===== config.mk =====
export PLATFORM = sky130hd
export DESIGN_NAME = seg_7_n_scan
export DESIGN_NICKNAME = d
export VERILOG_FILES = /design/src/rtl/seg_7_pkg.sv /design/src/rtl/bin2bcd_seq.sv /design/src/rtl/seg_7_n_scan.sv
export SDC_FILE = /design/constraint.sdc
export NUM_CORES = 1
export LEC_CHECK = 0
export CAP_MARGIN = 5
export CORE_UTILIZATION = 40
export DETAILED_ROUTE_END_ITERATION = 10
export GPL_TIMING_DRIVEN = 0
export HOLD_SLACK_MARGIN = 0.1
export PLACE_DENSITY = 0.58
export SETUP_SLACK_MARGIN = 0.15
export SYNTH_ARGS = -nofsm -noshare
export SYNTH_HDL_FRONTEND = slang
export SYNTH_HIERARCHICAL = 1
export SYNTH_SLANG_ARGS = --single-unit
export TNS_END_PERCENT = 5

===== constraint.sdc =====
create_clock -name clk -period 2.9 [get_ports clk]
set_clock_uncertainty 0.2 [all_clocks]
set_input_delay 0.58 -clock clk [delete_from_list [all_inputs] [get_ports clk]]
set_output_delay 0.58 -clock clk [all_outputs]
set_load 0.03 [all_outputs]

===== src/rtl/seg_7_pkg.sv =====
// Shared definitions for the seg_7_n_scan display driver: segment patterns,
// converter state encoding and small constant helpers.
package seg_7_pkg;

  typedef enum logic [1:0] {
    S_IDLE,
    S_SHIFT,
    S_DONE
  } conv_state_e;

  // Segment order is {a,b,c,d,e,f,g}; a 0 lights the segment.
  localparam logic [6:0] SEG_0     = 7'b0000001;
  localparam logic [6:0] SEG_1     = 7'b1001111;
  localparam logic [6:0] SEG_2     = 7'b0010010;
  localparam logic [6:0] SEG_3     = 7'b0000110;
  localparam logic [6:0] SEG_4     = 7'b1001100;
  localparam logic [6:0] SEG_5     = 7'b0100100;
  localparam logic [6:0] SEG_6     = 7'b0100000;
  localparam logic [6:0] SEG_7     = 7'b0001111;
  localparam logic [6:0] SEG_8     = 7'b0000000;
  localparam logic [6:0] SEG_9     = 7'b0000100;
  localparam logic [6:0] SEG_BLANK = 7'b1111111;
  localparam logic [6:0] SEG_DASH  = 7'b1111110;

  function automatic logic [6:0] seg_decode(input logic [3:0] d);
    case (d)
      4'd0:    return SEG_0;
      4'd1:    return SEG_1;
      4'd2:    return SEG_2;
      4'd3:    return SEG_3;
      4'd4:    return SEG_4;
      4'd5:    return SEG_5;
      4'd6:    return SEG_6;
      4'd7:    return SEG_7;
      4'd8:    return SEG_8;
      4'd9:    return SEG_9;
      default: return SEG_BLANK;
    endcase
  endfunction

  function automatic int unsigned pow10(input int n);
    int unsigned r;
    r = 1;
    for (int i = 0; i < n; i++) r = r * 10;
    return r;
  endfunction

endpackage


===== src/rtl/bin2bcd_seq.sv =====
// Sequential double-dabble binary-to-BCD converter: one shift per clock,
// W shifts per conversion, plus an overflow flag for values beyond N digits.
module bin2bcd_seq
  import seg_7_pkg::*;
#(
  parameter int W = 10,
  parameter int N = 4
) (
  input  logic           clk,
  input  logic           rst,
  input  logic           start,
  input  logic [W-1:0]   bin,
  output logic [4*N-1:0] bcd,
  output logic           done,
  output logic           busy,
  output logic           ovf
);

  localparam int SRW = 4 * N + W;
  localparam int CW  = $clog2(W);
  localparam logic [CW-1:0] LAST_SHIFT = CW'(W - 1);
  localparam int unsigned MAX_SHOWN = pow10(N) - 1;

  conv_state_e    state_q, state_d;
  logic [SRW-1:0] sr_q, sr_d, adj;
  logic [CW-1:0]  cnt_q, cnt_d;
  logic           ovf_q, ovf_d;

  // NOTE: sequential state is updated only with non-blocking assignments so
  // every register samples the pre-edge value of its neighbours.
  always_ff @(posedge clk or posedge rst) begin
    if (rst) begin
      state_q <= S_IDLE;
      sr_q    <= '0;
      cnt_q   <= '0;
      ovf_q   <= 1'b0;
    end else begin
      state_q <= state_d;
      sr_q    <= sr_d;
      cnt_q   <= cnt_d;
      ovf_q   <= ovf_d;
    end
  end

  always_comb begin
    // NOTE: every variable gets a default before the case so no path can
    // leave it unassigned and infer a latch.
    state_d = state_q;
    sr_d    = sr_q;
    cnt_d   = cnt_q;
    ovf_d   = ovf_q;
    adj     = sr_q;
    for (int k = 0; k < N; k++) begin
      if (adj[W+4*k +: 4] >= 4'd5) adj[W+4*k +: 4] = adj[W+4*k +: 4] + 4'd3;
    end
    case (state_q)
      S_IDLE: begin
        // Starts arriving in SHIFT or DONE are dropped, not queued.
        if (start) begin
          sr_d    = {{(4 * N){1'b0}}, bin};
          cnt_d   = '0;
          ovf_d   = (32'(bin) > MAX_SHOWN);
          state_d = S_SHIFT;
        end
      end
      S_SHIFT: begin
        sr_d  = adj << 1;
        cnt_d = cnt_q + 1'b1;
        if (cnt_q == LAST_SHIFT) state_d = S_DONE;
      end
      S_DONE:  state_d = S_IDLE;
      default: state_d = S_IDLE;
    endcase
  end

  assign bcd  = sr_q[SRW-1 -: 4*N];
  assign done = (state_q == S_DONE);
  assign busy = (state_q != S_IDLE);
  assign ovf  = ovf_q;

endmodule


===== src/rtl/seg_7_n_scan.sv =====
// Multiplexed N-digit seven-segment driver for an unsigned binary value.
// Define SEG_LZ_BLANK_EN to blank leading zeros on digits above the units.
module seg_7_n_scan
  import seg_7_pkg::*;
#(
  parameter int W          = 10,
  parameter int N          = 4,
  parameter int SCAN_DIV   = 500000,
  parameter int SAMPLE_DIV = 5000000
) (
  input  logic         clk,
  input  logic         rst,
  input  logic [W-1:0] value,
  output logic [N-1:0] an_n,
  output logic [6:0]   seg,
  output logic         ovf,
  output logic         busy
);

  localparam int SMW = $clog2(SAMPLE_DIV);
  localparam int SCW = $clog2(SCAN_DIV);
  localparam int IW  = (N > 1) ? $clog2(N) : 1;
  localparam logic [SMW-1:0] SAMPLE_MAX = SMW'(SAMPLE_DIV - 1);
  localparam logic [SCW-1:0] SCAN_MAX   = SCW'(SCAN_DIV - 1);
  localparam logic [IW-1:0]  IDX_MAX    = IW'(N - 1);

  logic [SMW-1:0] samp_q, samp_d;
  logic [SCW-1:0] scan_q, scan_d;
  logic [IW-1:0]  idx_q, idx_d;
  logic [N-1:0]   an_n_q, an_n_d;
  logic [4*N-1:0] disp_q, disp_d;
  logic           ovf_q, ovf_d;
  logic           tick, slot_end;
  logic [4*N-1:0] conv_bcd;
  logic           conv_done, conv_ovf;
  logic [3:0]     digit;
  logic           blank;

  bin2bcd_seq #(
    .W(W),
    .N(N)
  ) u_conv (
    .clk  (clk),
    .rst  (rst),
    .start(tick),
    .bin  (value),
    .bcd  (conv_bcd),
    .done (conv_done),
    .busy (busy),
    .ovf  (conv_ovf)
  );

  always_ff @(posedge clk or posedge rst) begin
    if (rst) begin
      samp_q <= '0;
      scan_q <= '0;
      idx_q  <= '0;
      an_n_q <= ~N'(1);
      disp_q <= '0;
      ovf_q  <= 1'b0;
    end else begin
      samp_q <= samp_d;
      scan_q <= scan_d;
      idx_q  <= idx_d;
      an_n_q <= an_n_d;
      disp_q <= disp_d;
      ovf_q  <= ovf_d;
    end
  end

  always_comb begin
    tick     = (samp_q == SAMPLE_MAX);
    samp_d   = tick ? '0 : samp_q + 1'b1;
    slot_end = (scan_q == SCAN_MAX);
    scan_d   = slot_end ? '0 : scan_q + 1'b1;
    idx_d    = idx_q;
    if (slot_end) idx_d = (idx_q == IDX_MAX) ? '0 : idx_q + 1'b1;
    // Anode enable is registered alongside the index it decodes.
    an_n_d   = ~(N'(1) << idx_d);
    disp_d   = conv_done ? conv_bcd : disp_q;
    ovf_d    = conv_done ? conv_ovf : ovf_q;
  end

`ifdef SEG_LZ_BLANK_EN
  logic [N-1:0] lead_zero;
  logic         zero_run;

  // lead_zero[i] is set when digit i and every digit above it are zero.
  always_comb begin
    zero_run  = 1'b1;
    lead_zero = '0;
    for (int i = N - 1; i >= 0; i--) begin
      zero_run     = zero_run & (disp_q[4*i +: 4] == 4'd0);
      lead_zero[i] = zero_run;
    end
    blank = (idx_q != '0) && lead_zero[idx_q];
  end
`else
  assign blank = 1'b0;
`endif

  always_comb begin
    digit = disp_q[4*idx_q +: 4];
    if (ovf_q)      seg = SEG_DASH;
    else if (blank) seg = SEG_BLANK;
    else            seg = seg_decode(digit);
  end

  assign an_n = an_n_q;
  assign ovf  = ovf_q;

endmodule


Word level (Yosys, flattened, before mapping)
Memories as Yosys holds them, arrays and structs flattened.
Cells that the tools add are included.
{"block": "totals", "regBits": 96, "memories": 1, "mem_bits_ro": 112, "wordCells": 52, "inputBits": 12}
{"name": "(name not given)", "depth": 16, "width": 7, "rd": 1, "rd_clocked_by_memory_dff": 0, "write_ports": 0, "line_no": "seg_7_pkg.sv:26", "rtl": "case (d)"}
{"block": "classes", "bitwise_logic": 1, "eq_ne": 8, "n_addsub": 8, "shift": 2, "n_mux": 15, "reduce_logical": 5, "n_lt_le_gt_ge": 4}
{"op": "$pmux W26 S2", "count": 1}
{"op": "$mux W26", "count": 1}
{"op": "$add A23 B1 Y23 const B", "count": 1}
{"op": "$eq A23 B23 Y1 const B", "count": 1}
{"op": "$mux W23", "count": 1}
{"op": "$add A19 B1 Y19 const B", "count": 1}
{"op": "$eq A19 B19 Y1 const B", "count": 1}
{"op": "$mux W19", "count": 1}
{"op": "$ge A4 B3 Y1 const B", "count": 4}
{"op": "$mux W4", "count": 4}
{"op": "$shiftx A16 B5 Y4", "count": 1}
{"op": "$add A4 B2 Y4 const B", "count": 3}
{"op": "$mux W2", "count": 4}
{"op": "$pmux W4 S2", "count": 1}
{"op": "$add A4 B1 Y4 const B", "count": 1}
{"op": "$eq A2 B2 Y1 const B", "count": 2}
{"op": "$eq A4 B4 Y1 const B", "count": 1}
{"op": "$not A4 Y4", "count": 1}
{"op": "$pmux W2 S2", "count": 1}
{"op": "$reduce_and A2 Y1", "count": 2}
{"op": "$reduce_bool A2 Y1", "count": 2}
{"op": "$shl A1 B2 Y4 const A", "count": 1}
{"op": "$add A3 B2 Y3 const B", "count": 1}
{"op": "$mux W3", "count": 1}
{"op": "other kinds (5)", "count": 5}

Depth between registers and ports, before layout
Gate-level depths: netlist (run 1).
{"block": "depth", "depth_word": 5, "ltp_mapped": 9, "depth_no_buf": 6}

Hierarchy
Netlist (run 1), hierarchy kept.
{"mod": "seg_7_n_scan", "seq_area_each_um2": 1630.3, "cells_each": 299, "area_per_inst_um2": 3236.9, "n_inst": 1}
{"mod": "bin2bcd_seq", "seq_area_each_um2": 800.8, "cells_each": 188, "area_per_inst_um2": 1965.6, "n_inst": 1}

Worst setup path before layout (run 1)
OpenSTA, ideal clock, no wires.
{"block": "synth_timing", "kind": "flip-flop to output port", "from": "register idx_q[0]", "to": "output seg[3]", "stages_incl_launch_ff": 8, "slack_ns": -0.163, "arrival_ns": 2.283, "t_required_ns": 2.120, "cell_sequence": "dfrtp_1 -> buf_2 -> mux4_2 -> inv_1 -> ha_1 -> inv_1 -> mux2i_1 -> o21ai_0"}
{"block": "synth_via", "elab_chain_len": 2}
{"element": "from (decl)", "line_no": "seg_7_n_scan.sv:29", "rtl": "logic [IW-1:0] idx_q, idx_d;"}
{"element": "from (signal assigned)", "line_no": "seg_7_n_scan.sv:64", "rtl": "idx_q <= idx_d;"}
{"element": "$shiftx A16 B5 Y4", "line_no": "seg_7_n_scan.sv:103", "rtl": "digit = disp_q[4*idx_q +: 4];"}
{"element": "$mem_v2 Z16 W7"}
{"element": "to (decl)", "line_no": "seg_7_n_scan.sv:15", "rtl": "output logic [6:0] seg,"}
No other way between the ends.

Final worst setup path (run 1)
{"block": "layout_timing", "from": "register idx_q[0]", "to": "output seg[4]"}
The elaborated chain is that of the path after synthesis.

==> impl_metrics.csv, run 1 <==
group,metric,value,unit
clock_tree,htreeDepth,3,
job,max_cap_violations,0,
sta,worstMarginPinSlew,0.653,ns
synthesis,synth_xor_area_share,5.72,%
sta,rsz0062_at_grt,"true",
status,status,"finished, violations left",
clock_tree,holdBufCountCts,0,
power,power,2.54,mW
synthesis,synth_most_common_cell,"dfrtp_1",
cells_and_area,fillCellCount,1211,
synthesis,synth_mux_area_share,7.19,%
cells_and_area,n_antenna_cell,0,
worst_hold_path,worstHoldPathType,"reg -> reg",
placement,post-dp-hpwl,7.31,mm
synthesis,synthArstFlopShare,100,%
critical_path,crit_type,"reg -> out",
synthesis,synth_nets,519,
critical_path,timing.critical_path.slowest_cell_delay,0.60,ns
synthesis,ys_seq_elements,97,
cells_and_area,syn_to_final_growth,16.6,%
sta,slew_headroom,56.1,%
detailed_routing,antenna_left,0,
cells_and_area,post-route-cell-area,6070,um2
synthesis,syn_area,5200,um2
clock_tree,clkSlewWorstSetupHoldPaths,0.07,ns
clock_tree,cts_tree,"yes",
critical_path,slowest_stage,"mux4_2",
critical_path,critical_path_required,2.12,ns
synthesis,synthTopCellsByArea,"dfrtp_1 45%, ha_1 4.8%, mux2_2 4.1%, xnor2_1 3.9%, nand2_1 2.9%",
synthesis,synth_compound_gate_area_share,13.4,%
placement,routabilityCongestion,0.824,
synthesis,synthCells,487,
die,die-area,13500,um2
sta,timing.final.ws_setup,-0.0850,ns
synthesis,ys_top_cells_by_count,"94 x dfrtp_1, 40 x nand2_1, 34 x inv_1, 34 x nor2_1, 26 x o21ai_0",
power,peakVddDrop,0.374,mV
synthesis,yosys.area_share.simple,16.7,%
sta,layout_min_cycle_time,2.98,ns
clock_tree,insertion_delay,0.35,ns
global_route,first_global_vias,3770,
synthesis,synth_warnings,6,
global_route,grt-ovfl-total,0,
synthesis,synth.top_cell.area_share,45.2,%
global_route,grt_max_degree,43,
synthesis,synth_cell_types,67,
critical_path,cp-startpoint,"idx_q[0]",
placement,placedInstanceArea,5680,um2
critical_path,cp-end-kind,"primary output",
detailed_routing,wire_per_inst,14.7,um
synthesis,synth_top_family_by_area,"simple AND/OR/NAND/NOR gates",
die,start_util,41.1,%
worst_hold_path,min-delay-start,"scan_q[18]",
clock_tree,ctsRootBufferMaster,"clkbuf_16",
synthesis,yosysSeqAreaShare,46.7,%
synthesis,yosysTopAreaCell,"dfrtp_1",
global_route,grt_pass1_wl,17.9,mm
sta,slew_viol_final,0,
die,dieHeight,116,um
detailed_routing,drc_errors,0,
placement,port_buffers,24,
clock_tree,cts_buffers,9,
sta,fmax,335,MHz
synthesis,synthAdderAreaFrac,4.81,%
global_route,grt_usage,17.2,%
power,p_leak,2.61,nW
clock_tree,clkSinkCount,97,
critical_path,cp_data_arrival_time,2.20,ns
detailed_routing,wirelength,10.4,mm
cells_and_area,final_util,47.9,%
critical_path,cp_cell_sequence,"buf_6 > mux4_2 > o21a_1 > nor2_4 > nand2_1 > clkdlybuf4s15_2",
sta,setup_viol,7,
die,die_w,116,um
detailed_routing,viasPerCell,5.24,
synthesis,syn_area_per_cell,10.7,um2
sta,setup-tns-final,-0.403,ns
sta,hold_viol,0,
detailed_routing,vias,3705,
power,power_density,418,nW/um2
detailed_routing,first_pass_iters,4,
synthesis,synth-edff-count,0,
critical_path,reg2reg_slack,0.46,ns
critical_path,rr_startpoint,"u_conv/state_q[0]",
synthesis,synth-main-ff-cell,"dfrtp_1",
die,core,12700,um2
cells_and_area,final_layout_size_suffix_gt1_share,19.3,%
detailed_routing,drt-initial-drc-count,176,
die,rows,41,
critical_path,path_max_fanout,6,
sta,hold_slack,0.282,ns
critical_path,critPathLaunchType,"flip-flop",
clock_tree,clock_path_buffers,2,
status,violations,"negative setup slack",
die,io_pins,25,
global_route,antenna_found_initial,0,
cells_and_area,final_nets,562,
sta,fin_crit_sh,103,%
## layout by cell type, fill, tap and decap left out, types with 6 or more instances in the layout
| master | instances |
|---|---|
| clkdlybuf4s50_1 | 16 |
| and3b_1 | 9 |
| nand2_1 | 40 |
| dfrtp_1 | 94 |
| inv_1 | 29 |
| nor4_1 | 8 |
| o2111ai_2 | 7 |
| nor2_1 | 32 |
| mux2_2 | 19 |
| buf_6 | 6 |
| clkbuf_16 | 9 |
| nand3_1 | 15 |
| xnor2_1 | 23 |
| ha_1 | 19 |
| nor2b_1 | 6 |
| nor3_1 | 6 |
| o21ai_0 | 24 |
| buf_4 | 14 |
| a21oi_1 | 13 |
| nand4_1 | 16 |
| xor2_1 | 11 |
| mux2i_1 | 7 |
## kinds of logic (layout without fill, tap and decap cells)
kind of cell	after synthesis	count (layout)
and+or+nand+nor	161	161
xor gates and xnor gates	34	34
DFF	97	97
buffers and inverters	56	104
other	1	1
adders and majority gates	20	20
muxes	30	30
AOI/OAI and AO/OA	88	88
## metal layers
layer  global-route usage, %  wire length [um]  part of all wire [%]
met1                    21.3              4790                    46
met2                    29.2              5220                    50
met3                    4.71               251                   2.4
met4                    4.79               108                   1.0
met5                       0                 0                     0
## worst paths after layout
check	to	cells past startpoint
worst max register to register	disp_q[11]	7
worst min register to register	scan_q[18]	1
worst max-delay path	seg[4]	6
max in group asynchronous	an_n[3]	3
min in group asynchronous	u_conv/sr_q[13]	2
worst min-delay path	scan_q[18]	1
## critical path, delay by kind of cell (launching register included)
family	cells	cell delay [ns]
flops	1	0.37
buf+inv	2	0.42
simple gates	2	0.21
mux	1	0.60
compound gates	1	0.25
## what timing repair did
item / 4_1_cts / 5_1_grt
gates resized for setup: 50 / 6
endpoints found under the setup margin: 8 / 37
pin swaps: 3 / 1
buffers inserted: 5 / 1
## registers in the layout (all words and copies together) (netlist names)
| name | count |
|---|---|
| an_n | 4 |
| disp_q | 16 |
| idx_q | 2 |
| ovf | 1 |
| samp_q | 23 |
| scan_q | 19 |
| u_conv/cnt_q | 4 |
| u_conv/sr_q | 26 |
| u_conv/state_q | 2 |
## layout make-up
type                            instances  area [um2]  share of cell area [%]
Tap cell                              172         215                    3.55
Inverter                               34         128                    2.10
Timing Repair Buffer                   32         325                    5.36
Buffer                                 22         170                    2.80
Sequential cell                        97        2430                    40.1
Multi-Input combinational cell        334        2520                    41.5
Clock inverter                          7        56.3                   0.928
Clock buffer                            9         225                    3.71
## metrics by stage
step	cells	setup slack, ns
final	707	-0.0850
after global routing	707	-0.168
after CTS	705	-0.104
after detailed placement	684	-0.463
after global placement	683	-0.709
after floorplan	487	-0.0379
## where the power goes
part	total, mW	internal [mW]	switching, mW	leakage (nW)
registers	1.35	1.35	0	1.26
clock network	1.14	0.589	0.548	0.130
logic	0.0494	0.0204	0.0290	1.22
total	2.54	1.96	0.577	2.61
(Power assumes the default switching activity.)
==> run 2, diff against run 1 <==
--- a/config.mk
+++ b/config.mk
@@ -12,6 +12,7 @@
 export HOLD_SLACK_MARGIN = 0.1
 export PLACE_DENSITY = 0.58
 export SETUP_SLACK_MARGIN = 0.15
+export SLEW_MARGIN = 0
 export SYNTH_ARGS = -nofsm -noshare
 export SYNTH_HDL_FRONTEND = slang
 export SYNTH_HIERARCHICAL = 1
==> constraint.sdc (replaced) <==
create_clock -name clk -period 3.45 [get_ports clk]
set_clock_uncertainty 0.2 [all_clocks]
set_input_delay 0.69 -clock clk [delete_from_list [all_inputs] [get_ports clk]]
set_output_delay 0.69 -clock clk [all_outputs]
set_load 0.03 [all_outputs]
==> impl_metrics.csv, run 2 (synthesis results as in run 1) <==
group,metric,value,unit
status,status,"complete, no violations",
detailed_routing,wirelength,10.3,mm
detailed_routing,antenna_left,0,
die,rows,41,
sta,rsz0062_at_grt,"true",
sta,fin_crit_sh,93.7,%
sta,hold_slack,0.274,ns
placement,post-dp-hpwl,7.31,mm
cells_and_area,n_antenna_cell,0,
critical_path,cp-end-kind,"primary output",
die,die-area,13500,um2
die,io_pins,25,
cells_and_area,layout_commonest_cell,"dfrtp_1",
power,p_leak,2.60,nW
global_route,antenna_found_initial,0,
cells_and_area,largestRegisters,"u_conv/sr_q: 26 flops, samp_q: 23 flops, scan_q: 19 flops",
cells_and_area,fillCellCount,1196,
clock_tree,insertion_delay,0.35,ns
detailed_routing,wire_per_inst,14.7,um
sta,hold_viol,0,
critical_path,critPathLaunchType,"flip-flop",
detailed_routing,vias,3707,
detailed_routing,drt-initial-drc-count,166,
power,power_density,360,nW/um2
clock_tree,cts_tree,"yes",
global_route,grt_pass1_wl,17.7,mm
detailed_routing,viasPerCell,5.27,
sta,setup_viol,0,
cells_and_area,layout_common_cells,"94 x dfrtp_1, 40 x nand2_1, 33 x nor2_1",
die,core,12700,um2
die,die_w,116,um
global_route,grt_max_degree,44,
sta,layout_min_cycle_time,3.23,ns
critical_path,crit_type,"reg -> out",
critical_path,cp_data_arrival_time,2.34,ns
die,dieHeight,116,um
critical_path,timing.critical_path.slowest_cell_delay,0.58,ns
sta,fmax,309,MHz
power,peakVddDrop,0.246,mV
critical_path,reg2reg_slack,0.72,ns
clock_tree,clock_path_buffers,2,
critical_path,path_max_fanout,10,
cells_and_area,final_nets,559,
clock_tree,clkSlewWorstSetupHoldPaths,0.07,ns
critical_path,critical_path_required,2.56,ns
critical_path,slowest_stage,"mux4_2",
cells_and_area,final_util,47.5,%
clock_tree,clkSinkCount,97,
clock_tree,ctsRootBufferMaster,"clkbuf_16",
die,start_util,41.1,%
cells_and_area,final_layout_size_suffix_gt1_share,17.1,%
placement,routabilityCongestion,0.820,
critical_path,cp_cell_sequence,"buf_6 > mux4_2 > buf_4 > ha_1 > a21oi_1 > o21ai_0 > dlygate4sd1_1",
clock_tree,htreeDepth,3,
sta,worstMarginPinSlew,0.735,ns
job,max_cap_violations,0,
global_route,grt-ovfl-total,0,
placement,port_buffers,24,
worst_hold_path,worstHoldPathType,"reg -> reg",
clock_tree,cts_buffers,9,
sta,slew_headroom,50.6,%
sta,slew_viol_final,0,
clock_tree,holdBufCountCts,0,
detailed_routing,first_pass_iters,4,
global_route,grt_usage,17.0,%
cells_and_area,syn_to_final_growth,15.7,%
global_route,first_global_vias,3692,
detailed_routing,drc_errors,0,
cells_and_area,top_register,"u_conv/sr_q",
cells_and_area,largest_reg_flops,26,
run 2: metal layers:
| layer | vias to the layer above | track usage (%) | part of all wire [%] |
|---|---|---|---|
| li1 | 1806 | - | - |
| met1 | 1875 | 21.6 | 47 |
| met2 | 15 | 28.7 | 50 |
| met3 | 11 | 3.45 | 1.6 |
| met4 | 0 | 5.90 | 1.4 |
| met5 | - | 0 | 0 |
run 2: area by class of cell:
class	instances	area (um2)	area share [%]
Multi-Input combinational cell	334	2490	41.4
Clock inverter	7	71.3	1.19
Sequential cell	97	2430	40.4
Tap cell	172	215	3.58
Inverter	34	128	2.12
Buffer	22	161	2.68
Clock buffer	9	225	3.74
Timing Repair Buffer	29	293	4.87
run 2: critical path, delay by kind of cell (launching register included):
kind            cells  cell delay [ns]
compound gates      2             0.19
flops               1             0.38
buf+inv             3             0.68
mux                 1             0.58
fa+ha+maj           1             0.16
run 2: power by group:
part,switching (mW),leakage (nW),internal [mW],total (mW)
clock network,0.476,0.146,0.511,0.987
logic,0.0243,1.19,0.0171,0.0414
registers,0,1.26,1.14,1.14
total,0.500,2.60,1.66,2.16
run 2: what timing repair did:
action,CTS,global route
setup buffers,2,1
gates resized for setup,25,7
pin swaps,0,0
cloned,0,0
endpoints found under the setup margin,7,7
run 2: worst paths after layout:
path | from | end | cells past startpoint
worst max register to register | samp_q[15] | u_conv/sr_q[7] | 9
max in group asynchronous | rst | an_n[1] | 3
worst max-delay path | idx_q[0] | seg[1] | 7
worst min-delay path | scan_q[18] | scan_q[18] | 1
min in group asynchronous | rst | samp_q[2] | 2
worst min register to register | scan_q[18] | scan_q[18] | 1
run 2: metrics by stage:
stage / setup slack (ns) / setup TNS, ns / instances / instance area [um2] / power (mW)
after CTS: 0.117 / 0 / 702 / 5990 / 2.19
after floorplan: 0.277 / 0 / 487 / 5200 / 1.18
after global placement: -0.234 / -14.05 / 683 / 5660 / 1.20
after detailed placement: -0.0408 / -0.0408 / 684 / 5680 / 1.20
after global routing: 0.0877 / 0 / 704 / 6020 / 2.24
final: 0.217 / 0 / 704 / 6020 / 2.16
